### src/rtl/id_issue_buffer_if.sv
// id_issue_buffer_if
//   Shared types plus the bundled handshake between decode, the issue
//   buffer and the issue stage.
//   Package id_issue_buffer_pkg : scoreboard_entry_t (decoded instruction).
//   Interface id_issue_buffer_if #(DEPTH):
//     decode side : decoded_instr_i, decoded_instr_valid_i, is_ctrl_flow_i,
//                   decoded_instr_ack_o
//     issue side  : issue_instr_o, issue_instr_valid_o, is_ctrl_flow_o,
//                   issue_ack_i
//     control     : flush_i, flush_unissued_instr_i, resolve_branch_i
//     status      : usage_o, full_o, empty_o
//   Modport slave is the buffer's view; master is the surrounding pipeline.

package id_issue_buffer_pkg;
  typedef struct packed {
    logic [31:0] pc;
    logic [3:0]  fu;
    logic [4:0]  rd;
  } scoreboard_entry_t;
endpackage

interface id_issue_buffer_if #(parameter int DEPTH = 4);
  import id_issue_buffer_pkg::*;

  logic                     flush_i;
  logic                     flush_unissued_instr_i;
  scoreboard_entry_t        decoded_instr_i;
  logic                     decoded_instr_valid_i;
  logic                     is_ctrl_flow_i;
  logic                     decoded_instr_ack_o;
  scoreboard_entry_t        issue_instr_o;
  logic                     issue_instr_valid_o;
  logic                     is_ctrl_flow_o;
  logic                     issue_ack_i;
  logic                     resolve_branch_i;
  logic [$clog2(DEPTH):0]   usage_o;
  logic                     full_o;
  logic                     empty_o;

  modport slave (
    input  flush_i, flush_unissued_instr_i, decoded_instr_i,
           decoded_instr_valid_i, is_ctrl_flow_i, issue_ack_i,
           resolve_branch_i,
    output decoded_instr_ack_o, issue_instr_o, issue_instr_valid_o,
           is_ctrl_flow_o, usage_o, full_o, empty_o
  );

  modport master (
    output flush_i, flush_unissued_instr_i, decoded_instr_i,
           decoded_instr_valid_i, is_ctrl_flow_i, issue_ack_i,
           resolve_branch_i,
    input  decoded_instr_ack_o, issue_instr_o, issue_instr_valid_o,
           is_ctrl_flow_o, usage_o, full_o, empty_o
  );
endinterface

### src/rtl/id_issue_buffer.sv
// id_issue_buffer
//   In-order FIFO between decode and issue. Buffers up to DEPTH decoded
//   instructions with their control-flow flag and blocks further issue after
//   a control-flow instruction leaves, until the branch is resolved.
//   Ports:
//     clk_i  : clock
//     rst_i  : synchronous active-high reset
//     bus    : id_issue_buffer_if.slave (decode/issue handshakes, flushes,
//              branch resolve, usage/full/empty status)
//   Optional feature: define ID_ISSUE_BUF_BYPASS_EN to let an incoming
//   instruction be presented to issue in the same cycle when the FIFO is
//   empty and not held.

module id_issue_buffer
  import id_issue_buffer_pkg::*;
#(
  parameter int DEPTH = 4
) (
  input logic              clk_i,
  input logic              rst_i,
  id_issue_buffer_if.slave bus
);

  localparam int PTR_W = $clog2(DEPTH);
  localparam int CNT_W = PTR_W + 1;

  typedef struct packed {
    scoreboard_entry_t instr;
    logic              ctrl_flow;
  } fifo_entry_t;

  fifo_entry_t      mem_q [DEPTH];
  logic [PTR_W-1:0] rd_ptr_q;
  logic [PTR_W-1:0] wr_ptr_q;
  logic [CNT_W-1:0] count_q;
  logic             branch_pending_q;

  logic flush_any;
  logic full;
  logic empty;
  logic ack;
  logic fifo_valid;
  logic pop;
  logic bypass;
  logic bypass_take;
  logic push_write;
  logic set_hold;

  // Handshake decisions. Ack looks only at the registered full state, so a
  // same-cycle pop never makes room for a push into a full FIFO. Reset
  // also blocks ack so nothing is accepted while state is being cleared.
  always_comb begin
    flush_any  = bus.flush_i | bus.flush_unissued_instr_i;
    full       = (count_q == CNT_W'(DEPTH));
    empty      = (count_q == '0);
    ack        = bus.decoded_instr_valid_i & ~full & ~flush_any & ~rst_i;
    fifo_valid = ~empty & ~branch_pending_q;
    pop        = fifo_valid & bus.issue_ack_i & ~flush_any;
`ifdef ID_ISSUE_BUF_BYPASS_EN
    bypass     = empty & ~branch_pending_q & ~flush_any & ~rst_i
               & bus.decoded_instr_valid_i;
`else
    bypass     = 1'b0;
`endif
    // A bypassed instruction consumed this cycle never touches storage.
    bypass_take = bypass & bus.issue_ack_i;
    push_write  = ack & ~bypass_take;
    set_hold    = (pop & mem_q[rd_ptr_q].ctrl_flow)
                | (bypass_take & bus.is_ctrl_flow_i);
  end

  assign bus.decoded_instr_ack_o = ack;
  assign bus.issue_instr_valid_o = fifo_valid | bypass;
  assign bus.issue_instr_o       = bypass ? bus.decoded_instr_i
                                          : mem_q[rd_ptr_q].instr;
  assign bus.is_ctrl_flow_o      = bypass ? bus.is_ctrl_flow_i
                                          : mem_q[rd_ptr_q].ctrl_flow;
  assign bus.usage_o             = count_q;
  assign bus.full_o              = full;
  assign bus.empty_o             = empty;

  // Pointers and occupancy. Pointers wrap naturally because DEPTH is a
  // power of two; either flush empties the FIFO in one cycle.
  always_ff @(posedge clk_i) begin
    if (rst_i || flush_any) begin
      rd_ptr_q <= '0;
      wr_ptr_q <= '0;
      count_q  <= '0;
    end else begin
      if (push_write) wr_ptr_q <= wr_ptr_q + PTR_W'(1);
      if (pop)        rd_ptr_q <= rd_ptr_q + PTR_W'(1);
      if (push_write && !pop)      count_q <= count_q + CNT_W'(1);
      else if (pop && !push_write) count_q <= count_q - CNT_W'(1);
    end
  end

  // Branch hold. Only the full flush clears it; a set in the same cycle as
  // a resolve wins because the resolve belongs to the older branch.
  always_ff @(posedge clk_i) begin
    if (rst_i || bus.flush_i)     branch_pending_q <= 1'b0;
    else if (set_hold)            branch_pending_q <= 1'b1;
    else if (bus.resolve_branch_i) branch_pending_q <= 1'b0;
  end

  // Storage is not reset; only the pointers decide what is valid.
  always_ff @(posedge clk_i) begin
    if (push_write) begin
      mem_q[wr_ptr_q] <= '{instr: bus.decoded_instr_i,
                           ctrl_flow: bus.is_ctrl_flow_i};
    end
  end

endmodule
### src/flat_wrapper.sv
// flat-port wrapper written by rule: the top's interface ports become plain ports
module id_issue_buffer_flat import id_issue_buffer_pkg::*;
#(
  parameter int DEPTH = 4
)
  (clk_i, rst_i, bus_flush_i, bus_flush_unissued_instr_i, bus_decoded_instr_i, bus_decoded_instr_valid_i, bus_is_ctrl_flow_i, bus_issue_ack_i, bus_resolve_branch_i, bus_decoded_instr_ack_o, bus_issue_instr_o, bus_issue_instr_valid_o, bus_is_ctrl_flow_o, bus_usage_o, bus_full_o, bus_empty_o);
  id_issue_buffer_if #(.DEPTH(DEPTH)) bus_i ();
  input logic clk_i;
  input logic rst_i;
  input wire logic [$bits(bus_i.flush_i)-1:0] bus_flush_i;
  input wire logic [$bits(bus_i.flush_unissued_instr_i)-1:0] bus_flush_unissued_instr_i;
  input wire logic [$bits(bus_i.decoded_instr_i)-1:0] bus_decoded_instr_i;
  input wire logic [$bits(bus_i.decoded_instr_valid_i)-1:0] bus_decoded_instr_valid_i;
  input wire logic [$bits(bus_i.is_ctrl_flow_i)-1:0] bus_is_ctrl_flow_i;
  input wire logic [$bits(bus_i.issue_ack_i)-1:0] bus_issue_ack_i;
  input wire logic [$bits(bus_i.resolve_branch_i)-1:0] bus_resolve_branch_i;
  output wire logic [$bits(bus_i.decoded_instr_ack_o)-1:0] bus_decoded_instr_ack_o;
  output wire logic [$bits(bus_i.issue_instr_o)-1:0] bus_issue_instr_o;
  output wire logic [$bits(bus_i.issue_instr_valid_o)-1:0] bus_issue_instr_valid_o;
  output wire logic [$bits(bus_i.is_ctrl_flow_o)-1:0] bus_is_ctrl_flow_o;
  output wire logic [$bits(bus_i.usage_o)-1:0] bus_usage_o;
  output wire logic [$bits(bus_i.full_o)-1:0] bus_full_o;
  output wire logic [$bits(bus_i.empty_o)-1:0] bus_empty_o;
  assign bus_i.flush_i = bus_flush_i;
  assign bus_i.flush_unissued_instr_i = bus_flush_unissued_instr_i;
  assign bus_i.decoded_instr_i = bus_decoded_instr_i;
  assign bus_i.decoded_instr_valid_i = bus_decoded_instr_valid_i;
  assign bus_i.is_ctrl_flow_i = bus_is_ctrl_flow_i;
  assign bus_i.issue_ack_i = bus_issue_ack_i;
  assign bus_i.resolve_branch_i = bus_resolve_branch_i;
  assign bus_decoded_instr_ack_o = bus_i.decoded_instr_ack_o;
  assign bus_issue_instr_o = bus_i.issue_instr_o;
  assign bus_issue_instr_valid_o = bus_i.issue_instr_valid_o;
  assign bus_is_ctrl_flow_o = bus_i.is_ctrl_flow_o;
  assign bus_usage_o = bus_i.usage_o;
  assign bus_full_o = bus_i.full_o;
  assign bus_empty_o = bus_i.empty_o;
  id_issue_buffer #(.DEPTH(DEPTH)) u_core (.clk_i(clk_i), .rst_i(rst_i), .bus(bus_i));
endmodule
### config.mk
export PLATFORM = sky130hd
export DESIGN_NAME = id_issue_buffer_flat
export DESIGN_NICKNAME = d
export VERILOG_FILES = /design/src/rtl/id_issue_buffer_if.sv /design/src/rtl/id_issue_buffer.sv /design/src/flat_wrapper.sv
export SDC_FILE = /design/constraint.sdc
export NUM_CORES = 1
export LEC_CHECK = 0
export BUFFER_PORTS_ARGS = -buffer_cell sky130_fd_sc_hd__clkbuf_2
export CORE_UTILIZATION = 40
export CTS_BUF_LIST = sky130_fd_sc_hd__clkbuf_8 sky130_fd_sc_hd__clkbuf_16
export DETAILED_ROUTE_END_ITERATION = 6
export PLACE_DENSITY = 0.64
export SYNTH_ARGS = -nofsm -noshare
export SYNTH_HDL_FRONTEND = slang
export SYNTH_SLANG_ARGS = --single-unit
### constraint.sdc
create_clock -name clk_i -period 3.2 [get_ports clk_i]
set_input_delay 0.64 -clock clk_i [delete_from_list [all_inputs] [get_ports clk_i]]
set_output_delay 0.64 -clock clk_i [all_outputs]
set_load 0.1 [all_outputs]
==> summary.md <==
| Metric | Value |
|---|---|
| EDFF count, synth | 168 |
| Mapped Nets | 334 |
| Worst Path Arrival | 2.20 ns |
| Fraction of layout cells with a size suffix above 1 | 48.02% |
| Syn avg cell area | around 24 sq um |
| Critical path startpoint category | flip-flop |
| Filler Cells Inserted | ~1300 |
| Xor and xnor area share after synthesis | 0.2650% |
| Post-synth top area share | around 76% |
| Syn-to-layout area delta | 21.44% |
| Area of the multi-input gates | between 0.001 and 0.0015 sq mm |
| Crit-path cells | buf_4 > mux4_2 > clkbuf_2 |
| Largest net degree at the start of global routing | 43 |
| Asr flop ratio synth | 0% |
| Vias in the first global route | around 3200 |
| Synth Cell Area | 0.006611 sq mm |
| Max rail drop VDD | ~0.00034 V |
| Post-Syn Instances | 279 |
| Die area | between 0.015 and 0.02 sq mm |
| Power Density | about 580 mW/mm^2 |
| Top FF cell, synth | edfxtp_1 |
| CP peak stage delay | 0.55 ns |
| Final ANT Viol Nets | 0 |
| Synth Area in Compound Gates | under 10% |
| Critical Path RT | 2.56 ns |
| Register area | 0.005256 sq mm |
| ANT cells | 0 |
| Max_slew headroom | about 63% |
| Postcts setup bufs | 0 |
| P_leak | about 2.7 nW |
| Reg-to-reg startpoint | u_core.bus.usage_o[0] |
| # DRC | 0 |
| Vias per cell | approximately 5.0 |
| Die span in y | ~130 microns |
| Synth unique cells | 29 |
| Synth top area cells | edfxtp_1, mux4_2, dfxtp_1 |
| Setup crit end kind | primary output |
| Fmax | around 0.35 GHz |
| Tot GR Track Use | 14.21% |
| DP HPWL | roughly 6.5 mm |
| Routed WL per cell | 17.99 microns |
| Hold Path Class | input port to flip-flop |
| Post-route minimum period | ~2.8 ns |
| Final Max Tran Viols | 0 |
| Endpoints failing setup | 0 |
| Die Wd | ~130 microns |
| CTS root buf | clkbuf_16 |
| CTS tree | yes |
| Cts repair resizes | 0 |
| Largest family of logic cells by synthesized area | multiplexers |
| Clk_skew | around 0.011 ns |
| Fin cells | 620 |
| CTS clk-pin slew, worst paths | about 0.07 ns |
| CP Class | flip-flop to primary output |
| Initial Util | just over 40% |
| RePlAce Congestion | roughly 0.77 |
| Count of state elements after synthesis | approximately 180 |
| Ys Warns | 0 |
| GRT overflow | 0 |
| RSZ-0062 raised after global routing | no |
| Num CTS Buffers | 17 |
| Row Count | 46 |
| Vias | a little over 3000 |
| Initial antenna violation count | 0 |
| Post-Route Setup TNS | 0 ns |
| Clk Latency, worst-skew pair | between 0.4 and 0.5 ns |
| Final nets | 446 |
| Slowest-stage cell, CP | dfxtp_4 |
| Critical Path Fanout Max | 15 |
| Port bufs | just under 100 |
| Clock sinks | 178 |
| CTS H-tree depth | 4 |
| Status | completed |
| Adder-cell share of the synthesized area | 1.249% |
| Crit share post-route | 88.62% |
| DP Cell Count | 588 |
| Final hold violations | 0 |
| Worst-Margin Slew | 0.5637 ns |
| Max-cap violation count | 0 |
| First-pass GRT wire length | 16.84 mm |
| Clock Tree Buf Depth | 2 |
| Core Box Area | roughly 0.016 sq mm |
| Area leader, netlist | edfxtp_1 |
| Fraction of synthesized area in multiplexers | between 10% and 20% |
| Detailed Route Iter0 Violations | between 100 and 150 |
| Hold_sp | rst_i |
| Seq/Total Area, Yosys | between 70% and 80% |
| I/O pin cnt | 98 |
| CTS Hold Buffers Added | 0 |
| Initial DRT Pass Iterations | 4 |
| Simple-gate share of the synthesized area | 2.176% |
| Wirelength, routed | 11.15 mm |
[final timing paths]
kind,endpoint,slack [ns],depth (start not counted)
hold / removal,u_core.branch_pending_q,0.38,2
setup / recovery,bus_issue_instr_o[20],0.36,3
setup reg to reg,u_core.bus.usage_o[2],1.08,8
hold reg to reg,flip-flop,0.48,2
[critical path, delay by kind of cell (launching register included)]
family	cells	cell delay [ns]
buffers and inverters	2	0.68
flip-flops	1	0.55
multiplexers	1	0.53
[Yosys cell counts, types with 2 or more instances]
library cell  count
a21oi_1           6
and2_1            4
buf_2             5
buf_4             4
dfxtp_1          10
edfxtp_1        168
ha_1              5
inv_1             7
mux4_2           42
nor2_1            3
o21ai_0           3
or3_1             4
xor2_1            2
[where the power goes]
group          switching (mW)  total [mW]  internal (mW)  leakage, nW
logic                   0.123       0.166         0.0423        0.797
clock network           0.874        1.97           1.09        0.271
registers             0.00341        2.56           2.56         1.60
[cells in the final DEF, fill, tap and decap left out, types with 2 or more instances in the layout]
master / synthesis / layout
clkinv_4: 0 / 3
xor2_1: 2 / 2
a21oi_1: 6 / 6
and2_2: 0 / 4
nor2_1: 3 / 2
or3_1: 4 / 4
dfxtp_1: 10 / 5
inv_6: 0 / 4
ha_1: 5 / 4
dfxtp_2: 0 / 3
inv_1: 7 / 6
edfxtp_1: 168 / 168
clkbuf_2: 0 / 97
o21ai_0: 3 / 3
buf_12: 0 / 6
clkbuf_16: 0 / 18
mux4_2: 42 / 42
clkbuf_8: 0 / 2
dfxtp_4: 0 / 2
clkinvlp_4: 0 / 4
[state kept, by name (all words and copies together), names as in the netlist, named ones only]
signal,flops
u_core.rd_ptr_q,2
u_core.branch_pending_q,1
u_core.bus.usage_o,3
u_core.wr_ptr_q,2
u_core.mem_q,168
[layout make-up]
cell class	instances	area share, %
inverter	7	0.3273
clock inverter	12	1.200
multi-input combinational	83	16.05
timing repair buffer	104	7.636
sequential	178	65.47
clock buffer	20	5.953
tap	216	3.366
[cells by family (layout without fill, tap and decap cells)]
family,after synthesis,in the layout
adder cells (fa/ha/maj),6,6
flip-flops,178,178
multiplexers,43,43
XOR/XNOR,2,2
buffers and inverters,18,143
AND/OR/NAND/NOR,20,20
AO/OA/AOI/OAI,12,12
[per-layer routing]
layer / global-route usage (%) / up-vias / wire length (microns) / share of wire, %
li1: - / 1402 / - / -
met2: 23.09 / 83 / 5595 / 50
met1: 17.18 / 1607 / 4785 / 43
met5: 0 / - / 0 / 0
met4: 7.167 / 0 / 222 / 2.0
met3: 4.479 / 17 / 550 / 4.9
[stage by stage]
stage | total power [mW] | cell area, sq um | util, % | hold slack [ns] | setup WS, ns
4_1_cts | 4.739 | 8029 | 50.18 | 0.3621 | 0.2819
5_1_grt | 4.827 | 8029 | 50.18 | 0.3798 | 0.2042
3_5_place_dp | 2.776 | 7455 | 46.59 | 0.4732 | 0.3897
6_report | 4.690 | 8029 | 50.18 | 0.3826 | 0.3642
2_1_floorplan | 2.712 | 6643 | - | 0.4426 | -0.1309
3_3_place_gp | 2.770 | 7455 | 46.59 | 0.4739 | 0.4524
No activity file was read; power rests on OpenSTA's default activity.
